**src/rtl/fifo_credit_tx.sv**
```systemverilog
// fifo_credit_tx: producer-side credit transmitter feeding a remote FWFT FIFO.
// Ports: clk/reset (sync, active-high); write side if_full_n/if_write_ce/
//   if_write/if_din; registered link link_valid/link_data; credit_in pulses
//   from the remote reader; flush/flush_done drain handshake; credit_count
//   holds the current credits.
// Optional: define CREDIT_CHECK_EN to build the sticky over-return detector
//   that drives credit_err; otherwise credit_err is tied low.
module fifo_credit_tx #(
    parameter int DATA_WIDTH = 32,
    parameter int CREDITS    = 32,
    parameter int CNT_WIDTH  = $clog2(CREDITS + 1)
) (
    input  logic                  clk,
    input  logic                  reset,
    output logic                  if_full_n,
    input  logic                  if_write_ce,
    input  logic                  if_write,
    input  logic [DATA_WIDTH-1:0] if_din,
    output logic                  link_valid,
    output logic [DATA_WIDTH-1:0] link_data,
    input  logic                  credit_in,
    input  logic                  flush,
    output logic                  flush_done,
    output logic [CNT_WIDTH-1:0]  credit_count,
    output logic                  credit_err
);

    localparam logic [1:0] S_INIT  = 2'd0;
    localparam logic [1:0] S_RUN   = 2'd1;
    localparam logic [1:0] S_FLUSH = 2'd2;
    localparam logic [1:0] S_DONE  = 2'd3;

    localparam logic [CNT_WIDTH-1:0] CRED_MAX = CNT_WIDTH'(CREDITS);
    localparam logic [CNT_WIDTH-1:0] CRED_ONE = CNT_WIDTH'(1);

    logic [1:0]            state_q, state_d;
    logic [CNT_WIDTH-1:0]  cnt_q, cnt_d;
    logic                  valid_q;
    logic [DATA_WIDTH-1:0] data_q;
    logic                  done_q;
    logic                  accept;
    logic                  at_max;
    logic                  drained;

    assign if_full_n = (state_q == S_RUN) && (cnt_q != '0);
    assign accept    = if_write & if_write_ce & if_full_n;
    assign at_max    = (cnt_q == CRED_MAX);
    // Every credit home and nothing on the wire this cycle.
    assign drained   = at_max && !valid_q;

    // Saturating credit update; a return at full count is dropped.
    always_comb begin
        cnt_d = cnt_q;
        if (state_q == S_INIT) begin
            cnt_d = CRED_MAX;
        end else if (accept && !credit_in) begin
            cnt_d = cnt_q - CRED_ONE;
        end else if (!accept && credit_in && !at_max) begin
            cnt_d = cnt_q + CRED_ONE;
        end
    end

    always_comb begin
        state_d = state_q;
        unique case (state_q)
            S_INIT:  state_d = S_RUN;
            S_RUN:   if (flush) state_d = S_FLUSH;
            S_FLUSH: begin
                if (!flush) begin
                    state_d = S_RUN;
                end else if (drained) begin
                    state_d = S_DONE;
                end
            end
            S_DONE:  if (!flush) state_d = S_RUN;
            default: state_d = S_INIT;
        endcase
    end

    always_ff @(posedge clk) begin
        if (reset) begin
            state_q <= S_INIT;
            cnt_q   <= '0;
            valid_q <= 1'b0;
            data_q  <= '0;
            done_q  <= 1'b0;
        end else begin
            state_q <= state_d;
            cnt_q   <= cnt_d;
            valid_q <= accept;
            if (accept) begin
                data_q <= if_din;
            end
            done_q  <= (state_d == S_DONE);
        end
    end

    assign link_valid   = valid_q;
    assign link_data    = data_q;
    assign flush_done   = done_q;
    assign credit_count = cnt_q;

`ifdef CREDIT_CHECK_EN
    logic err_q;
    logic over_return;

    // Credits arriving before the counter is loaded, or beyond the
    // remote depth, mean the two ends disagree on what is in flight.
    assign over_return = credit_in &&
                         ((state_q == S_INIT) || (at_max && !accept));

    always_ff @(posedge clk) begin
        if (reset) begin
            err_q <= 1'b0;
        end else if (over_return) begin
            err_q <= 1'b1;
        end
    end

    assign credit_err = err_q;
`else
    assign credit_err = 1'b0;
`endif

endmodule

```
**config.mk**
```make
export PLATFORM = sky130hd
export DESIGN_NAME = fifo_credit_tx
export DESIGN_NICKNAME = d
export VERILOG_FILES = /design/src/rtl/fifo_credit_tx.sv
export SDC_FILE = /design/constraint.sdc
export NUM_CORES = 1
export LEC_CHECK = 0
export CAP_MARGIN = 30
export CORE_ASPECT_RATIO = 1.2
export CORE_MARGIN = 8
export CORE_UTILIZATION = 29
export DETAILED_ROUTE_END_ITERATION = 10
export PLACE_DENSITY = 0.68
export RECOVER_POWER = 25
export SYNTH_ARGS = -nofsm -noshare
export SYNTH_HDL_FRONTEND = slang
export SYNTH_SLANG_ARGS = --single-unit
```
**constraint.sdc**
```tcl
create_clock -name clk -period 6.8 [get_ports clk]
set_input_delay 0.68 -clock clk [delete_from_list [all_inputs] [get_ports clk]]
set_output_delay 0.68 -clock clk [all_outputs]
set_load 0.05 [all_outputs]
```
==> results.md, run 1 <==
* Outcome: finished, violations left
* Failing checks: capacitance limit, slew limit
* Post-synth EDFFs at 0
* Routability cong. at 0.798
* First-pass DRT Iterations at 4
* Worst hold-check path type: reg -> reg
* PortBufs at 78
* Min Hold Slack at 0.487 ns
* Initial core utilization at 29.6%
* Grt ovf at 0
* Area growth syn-to-layout at 54.2%
* P_leak at 1.03 nW
* DIE AREA at 8870 um^2
* Total internal power at 0.369 mW
* Final Max Slew Viols at 37
* Final min period at 3.18 ns
* Clk_lat worst skew at 0.29 ns
* RSZ-0062 raised after global routing: no
* Final HPWL from detailed placement at 3440 um
* Post-route ant nets at 0
* Final wirelength at 4630 um
* Sw Share at 28.3%
* I/O pin cnt at 80
* Fin crit share at 46.7%
* Vias post-DR at 1,493
* Slew Limit Headroom at -7.97%
* Synth Flop Type: dfxtp_1
* Synth warn at 0
* CP top delay family: simple AND/OR/NAND/NOR gates
* CTS-repair resized insts at 0
* Crit path cell chain: dlygate4sd3_1, nand4b_1, or3_2, inv_2, ha_1, a21o_1, nand4_1, nand3_1, or4_1, a31oi_1
* Yosys top cell by area: dfxtp_1
* Final Hold Viols at 0
* Root Buffer: clkbuf_8
* Synth unique cells at 38
* Total negative slack at 0 ns
* GRT Overall Usage at 10.3%
* Post-Route Utilization at 45.7%
* DRC Markers at 0
* H-tree levels at 2
* Crit path arrival time at 3.38 ns
* CTS Buf Count at 5
* Crit Path Max Fanout at 5
* # nets final at 299
* Final Setup Violations at 0
* Combinational power share at 18.8%
* Sw Pwr at 0.146 mW
* Starting DRT DRC Count at 46
* Top cells by area, synth: dfxtp_1, mux2i_1, nor2_1, ha_1, xnor2_1
* Largest net degree at the start of global routing at 37
* WS Path Type: in -> reg
* FMAX at 315 MHz
* Layout cell share with drive strength beyond 1 at 6.23%
* Worst-margin pin slew at 1.62 ns
* Clk buf depth at 2
* Placement Rows at 31
* CP max-delay cell: or3_2
* Max VDD drop at 0.0000963 V
* Power share of the clock group at 31.2%
* Vias in the first global route at 1,472
* Max-cap viol count at 1
* Crit end category: flip-flop
* TritonCTS clock tree: done
* Synth Instances at 179
* Die Wd at 87.3 um
* Final Cell Area at 2730 um^2
* Vias per Instance at 4.40
* Syn Nets at 222
* #FFs+latches synth at 42
* Setup bufs post-CTS at 0
* Die Span Y at 102 um
* Mapped cell area at 1770 um^2
* Sequential share of the synthesized area at 47.5%
* WP buf/inv at 2
* CP startpoint kind: input pin
* Largest stage delay, worst path at 0.56 ns
* PwrDens at 189 nW/um^2
* Placed Instance Area at 2640 um^2
* Clock-pin slew on the worst setup and hold paths at 0.08 ns
* Flop pwr share at 50.1%
* Worst Skew at 0.00322 ns
* First-pass GRT wire length at 7310 um
* Antenna diode count at 0
* Routed len/inst at 13.6 um
* Area fraction of the dominant cell type after synthesis at 47.5%
* Hold bufs inserted after CTS at 0
* Clock Sinks at 42
* Post-Syn Area per Cell at 9.88 um^2
* Asr flop ratio synth at 0%
* Initial antenna violation count at 0
* Critical Path RT at 7.00 ns
* Core box area at 5970 um^2
[cell type report]
| type | count | area, um^2 |
|---|---|---|
| fill | 607 | 3240 |
| multi-input combinational | 123 | 868 |
| sequential | 42 | 841 |
| timing repair buffer | 80 | 812 |
| tap | 82 | 103 |
| clock buffer | 5 | 68.8 |
| clock inverter | 3 | 21.3 |
| inverter | 4 | 15.0 |
[through the flow]
| stage | instances | setup WS, ns | total power [mW] |
|---|---|---|---|
| floorplan | 179 | 4.04 | 0.320 |
| CTS | 339 | 3.73 | 0.529 |
| global placement | 330 | 3.46 | 0.361 |
| global route | 339 | 3.46 | 0.543 |
| finish | 339 | 3.62 | 0.515 |
| detailed placement | 331 | 3.41 | 0.362 |
[metal layers]
layer  GRT usage (%)  wire length, um
met5               0                0
met2            16.1             2200
met1            12.0             1910
met3            4.30              459
met4            4.77               56
[worst reg2reg max path: cells and delay by family (launching register included)]
| kind | cells | cell delay (ns) |
|---|---|---|
| adders and majority gates | 1 | 0.26 |
| AOI/OAI and AO/OA | 2 | 0.35 |
| DFF | 1 | 0.38 |
| and+or+nand+nor | 6 | 1.68 |
| buffers and inverters | 1 | 0.06 |
[synthesized netlist by cell type, types with 2 or more instances]
library cell and count:
inv_1 3, ha_1 4, mux2i_1 35, nor3_1 2, nor2_1 44, nand2_1 2
buf_2 3, o21ai_0 2, xnor2_1 3, nand3_1 2, a21oi_1 5, clkbuf_1 5
nand2b_1 2, nand4b_1 2, dfxtp_1 42
[power by group through the flow]
stage / clock network [mW] / registers (mW) / logic (mW)
floorplan: 0 / 0.284 / 0.0367
global placement: 0 / 0.264 / 0.0971
detailed placement: 0 / 0.264 / 0.0984
CTS: 0.172 / 0.258 / 0.0989
global route: 0.181 / 0.259 / 0.103
finish: 0.161 / 0.258 / 0.0967
[placed cells by master (no fill, tap or decap), types with 2 or more instances in the layout]
cell type / netlist / layout
nor3_1: 2 / 2
nand4b_1: 2 / 2
mux2i_1: 35 / 35
inv_1: 3 / 3
ha_1: 4 / 4
a21oi_1: 5 / 5
clkdlybuf4s50_1: 0 / 61
nand2b_1: 2 / 2
clkbuf_8: 0 / 5
nand2_1: 2 / 2
nand3_1: 2 / 2
nor2_1: 44 / 43
o21ai_0: 2 / 2
dlygate4sd3_1: 0 / 17
dfxtp_1: 42 / 42
xnor2_1: 3 / 3
[cell families (layout without fill, tap and decap cells)]
| kind of cell | Yosys count | after routing | share of synthesized area (%) |
|---|---|---|---|
| AO/OA/AOI/OAI | 13 | 13 | 4.88 |
| XOR/XNOR | 4 | 4 | 1.98 |
| adder cells (fa/ha/maj) | 5 | 5 | 3.96 |
| buffers and inverters | 14 | 92 | 3.82 |
| flip-flops | 42 | 42 | 47.5 |
| multiplexers | 36 | 36 | 20.4 |
| other | 1 | 1 | 0.212 |
| AND/OR/NAND/NOR | 64 | 64 | 17.2 |
[state kept, by name, summed over array words and instances, names as in the netlist]
| name | count |
|---|---|
| credit_count | 6 |
| flush_done | 1 |
| link_data | 32 |
| link_valid | 1 |
| state_q | 2 |
[worst paths after layout]
check	startpoint	endpoint	slack (ns)	cells past startpoint
max	if_write	credit_count[5]	3.62	10
min	link_data[16]	link_data[16]	0.49	2
max reg2reg	credit_count[0]	credit_count[5]	3.98	10
min reg2reg	link_data[16]	link_data[16]	0.49	2
(Power assumes the default switching activity.)
==> inputs of run 2 (changes only) <==
==> constraint.sdc (replaced) <==
create_clock -name clk -period 2.95 [get_ports clk]
set_input_delay 0.295 -clock clk [delete_from_list [all_inputs] [get_ports clk]]
set_output_delay 0.295 -clock clk [all_outputs]
set_load 0.05 [all_outputs]
==> run 2 against run 1 <==
Net effect:
- highest routed layer unchanged
- global-route usage grew 0.35 points
- combinational power grew 130%
- sequential cell count is the same
- sequential power grew 130%
- final area grew 0.37%
- via count grew 0.60%
- critical path depth is the same
- cell count grew 0.29%
- routed wire length is essentially flat
- critical path type is now reg -> reg
- sequential share of layout area shrank 0.11 points
- critical endpoint unchanged
- register-to-register slack lost 3.8 ns
- setup slack lost 3.4 ns
- the flow now finishes without violations
- largest power group unchanged
==> results.md, run 2 (synthesis gave the netlist of run 1 again) <==
* Worst hold-check path type: reg -> reg
* Hold bufs inserted after CTS at 0 (unchanged)
* Final min period at 2.77 ns
* # nets final at 300 (+0.33%)
* Fin crit share at 93.9%
* Routed len/inst at 13.6 um (-0.36%)
* Initial antenna violation count at 0 (unchanged)
* Final Max Slew Viols at 0 (-100%)
* First-pass GRT wire length at 7390 um (+1.1%)
* CP top delay family: simple AND/OR/NAND/NOR gates
* Max VDD drop at 0.000209 V (+120%)
* First-pass DRT Iterations at 4 (unchanged)
* Vias in the first global route at 1,518 (+3.1%)
* Vias per Instance at 4.42 (+0.31%)
* Initial core utilization at 29.6% (unchanged)
* Setup bufs post-CTS at 0 (unchanged)
* Largest net degree at the start of global routing at 36 (-2.7%)
* I/O pin cnt at 80 (unchanged)
* Starting DRT DRC Count at 72 (+57%)
* DIE AREA at 8870 um^2 (unchanged)
* Outcome: finished clean
* DRC Markers at 0 (unchanged)
* Commonest non-fill, non-tap cells in the layout: clkdlybuf4s50_1, nor2_1, dfxtp_1, mux2i_1, dlygate4sd3_1
* TritonCTS clock tree: done
* Hold Path End: link_data[19]
* Root Buffer: clkbuf_8
* Crit Path Max Fanout at 6 (+1)
* Placed Instance Area at 2630 um^2 (-0.47%)
* Clock Sinks at 42 (unchanged)
* Post-route ant nets at 0 (unchanged)
* CTS-repair resized insts at 0 (unchanged)
* Area growth syn-to-layout at 54.8%
* Crit path arrival time at 2.99 ns (-0.39 ns)
* Clock-pin slew on the worst setup and hold paths at 0.08 ns (about the same)
* Die Wd at 87.3 um (unchanged)
* Routability cong. at 0.842 (+5.6%)
* FF-to-FF Start: credit_count[0]
* Final Cell Area at 2740 um^2 (+0.37%)
* Max-cap viol count at 0 (-1)
* Crit path cell chain: or4_4, nor3_4, or3_2, inv_2, ha_1, a21o_1, nand4_1, nand3_1, or4_1, a31oi_1
* HP Start: link_data[19]
* CTS Buf Count at 5 (unchanged)
* Final Hold Viols at 0 (unchanged)
* Cells on worst reg2reg path at 10 (unchanged)
* WP buf/inv at 1 (-1)
* Max reg flops at 32 (unchanged)
* Stages on the worst setup path at 10 (unchanged)
* Placement Rows at 31 (unchanged)
* P_leak at 1.05 nW (+1.5%)
* RSZ-0062 raised after global routing: no
* CP startpoint kind: flip-flop
* Core box area at 5970 um^2 (unchanged)
* H-tree levels at 2 (unchanged)
* Commonest non-fill, non-tap cell in the layout: clkdlybuf4s50_1
* Vias post-DR at 1,502 (+0.60%)
* Clk buf depth at 2 (unchanged)
* Largest stage delay, worst path at 0.59 ns (+0.03 ns)
* R2r endpoint: credit_count[5]
* GRT Overall Usage at 10.7% (+0.35 points)
* WS Path Type: reg -> reg
* Crit end category: flip-flop
* PwrDens at 461 nW/um^2 (+140%)
* Hold Crit Depth at 2 (unchanged)
* Worst Skew at 0.00307 ns (-0.000153 ns)
* Layout cell share with drive strength beyond 1 at 6.98% (+0.75 points)
* Slew Limit Headroom at 63.8% (+72 points)
* Final wirelength at 4620 um (about the same)
* Clk_lat worst skew at 0.29 ns (about the same)
* Die Span Y at 102 um (unchanged)
* Final Setup Violations at 0 (unchanged)
* Grt ovf at 0 (unchanged)
* CP max-delay cell: or4_4
* Critical Path RT at 3.17 ns (-3.83 ns)
* PortBufs at 78 (unchanged)
* Total negative slack at 0 ns (unchanged)
* FMAX at 361 MHz
* FF-to-FF setup slack at 0.18 ns (-3.80 ns)
* Worst-margin pin slew at 0.543 ns (-1.08 ns)
* Final HPWL from detailed placement at 3400 um (-1.4%)
* Antenna diode count at 0 (unchanged)
==> run 2: changes by cell type in the layout (fill, tap and decap cells not counted) <==
cell / previous run / this run
buf_16: 1 / 0
buf_4: 0 / 3
bufinv_16: 0 / 1
clkbuf_1: 1 / 0
clkdlybuf4s50_1: 61 / 62
clkinv_2: 1 / 2
clkinv_4: 1 / 0
clkinvlp_4: 1 / 0
dlygate4sd3_1: 17 / 16
==> run 2: per-layer routing <==
layer,up-vias,GRT usage [%],wire length [um]
met4,0,5.17,100
li1,767,-,-
met2,53,16.9,2160
met1,675,12.0,1920
met3,7,4.63,446
met5,-,0,0
==> run 2: how the worst max path moves through the flow <==
stage | from | endpoint | slack (ns)
floorplan | credit_count[0] | credit_count[5] | 0.19
global placement | if_write | credit_count[5] | 0.17
detailed placement | if_write | credit_count[5] | 0.13
CTS | credit_count[0] | credit_count[5] | 0.17
global route | credit_count[0] | credit_count[5] | 0.03
finish | credit_count[0] | credit_count[5] | 0.18
==> run 2: where the power goes <==
part / leakage, nW / switching (mW) / internal (mW)
Sequential: 0.340 / 0.0124 / 0.582
Combinational: 0.647 / 0.119 / 0.102
Clock: 0.0579 / 0.199 / 0.249
==> run 2: final cells by class <==
class                      count  area [um^2]
multi-input combinational    123          868
clock inverter                 3         40.0
fill                         606         3230
sequential                    42          841
tap                           82          103
inverter                       4         15.0
timing repair buffer          81          803
clock buffer                   5         68.8
==> run 2: worst min-delay path, cell delays in order (launching register included) <==
cell,delay [ns]
dfxtp_1,0.32
mux2i_1,0.06
nor2_1,0.07
==> run 2: metrics by stage <==
step	util (%)	instances	setup slack [ns]	hold WS, ns	total power, mW
2_1_floorplan	-	179	0.189	0.387	0.739
3_3_place_gp	44.0	332	0.169	0.472	0.833
3_5_place_dp	44.0	332	0.126	0.480	0.834
4_1_cts	45.9	340	0.171	0.501	1.29
5_1_grt	45.9	340	0.0309	0.524	1.32
6_report	45.9	340	0.180	0.486	1.26
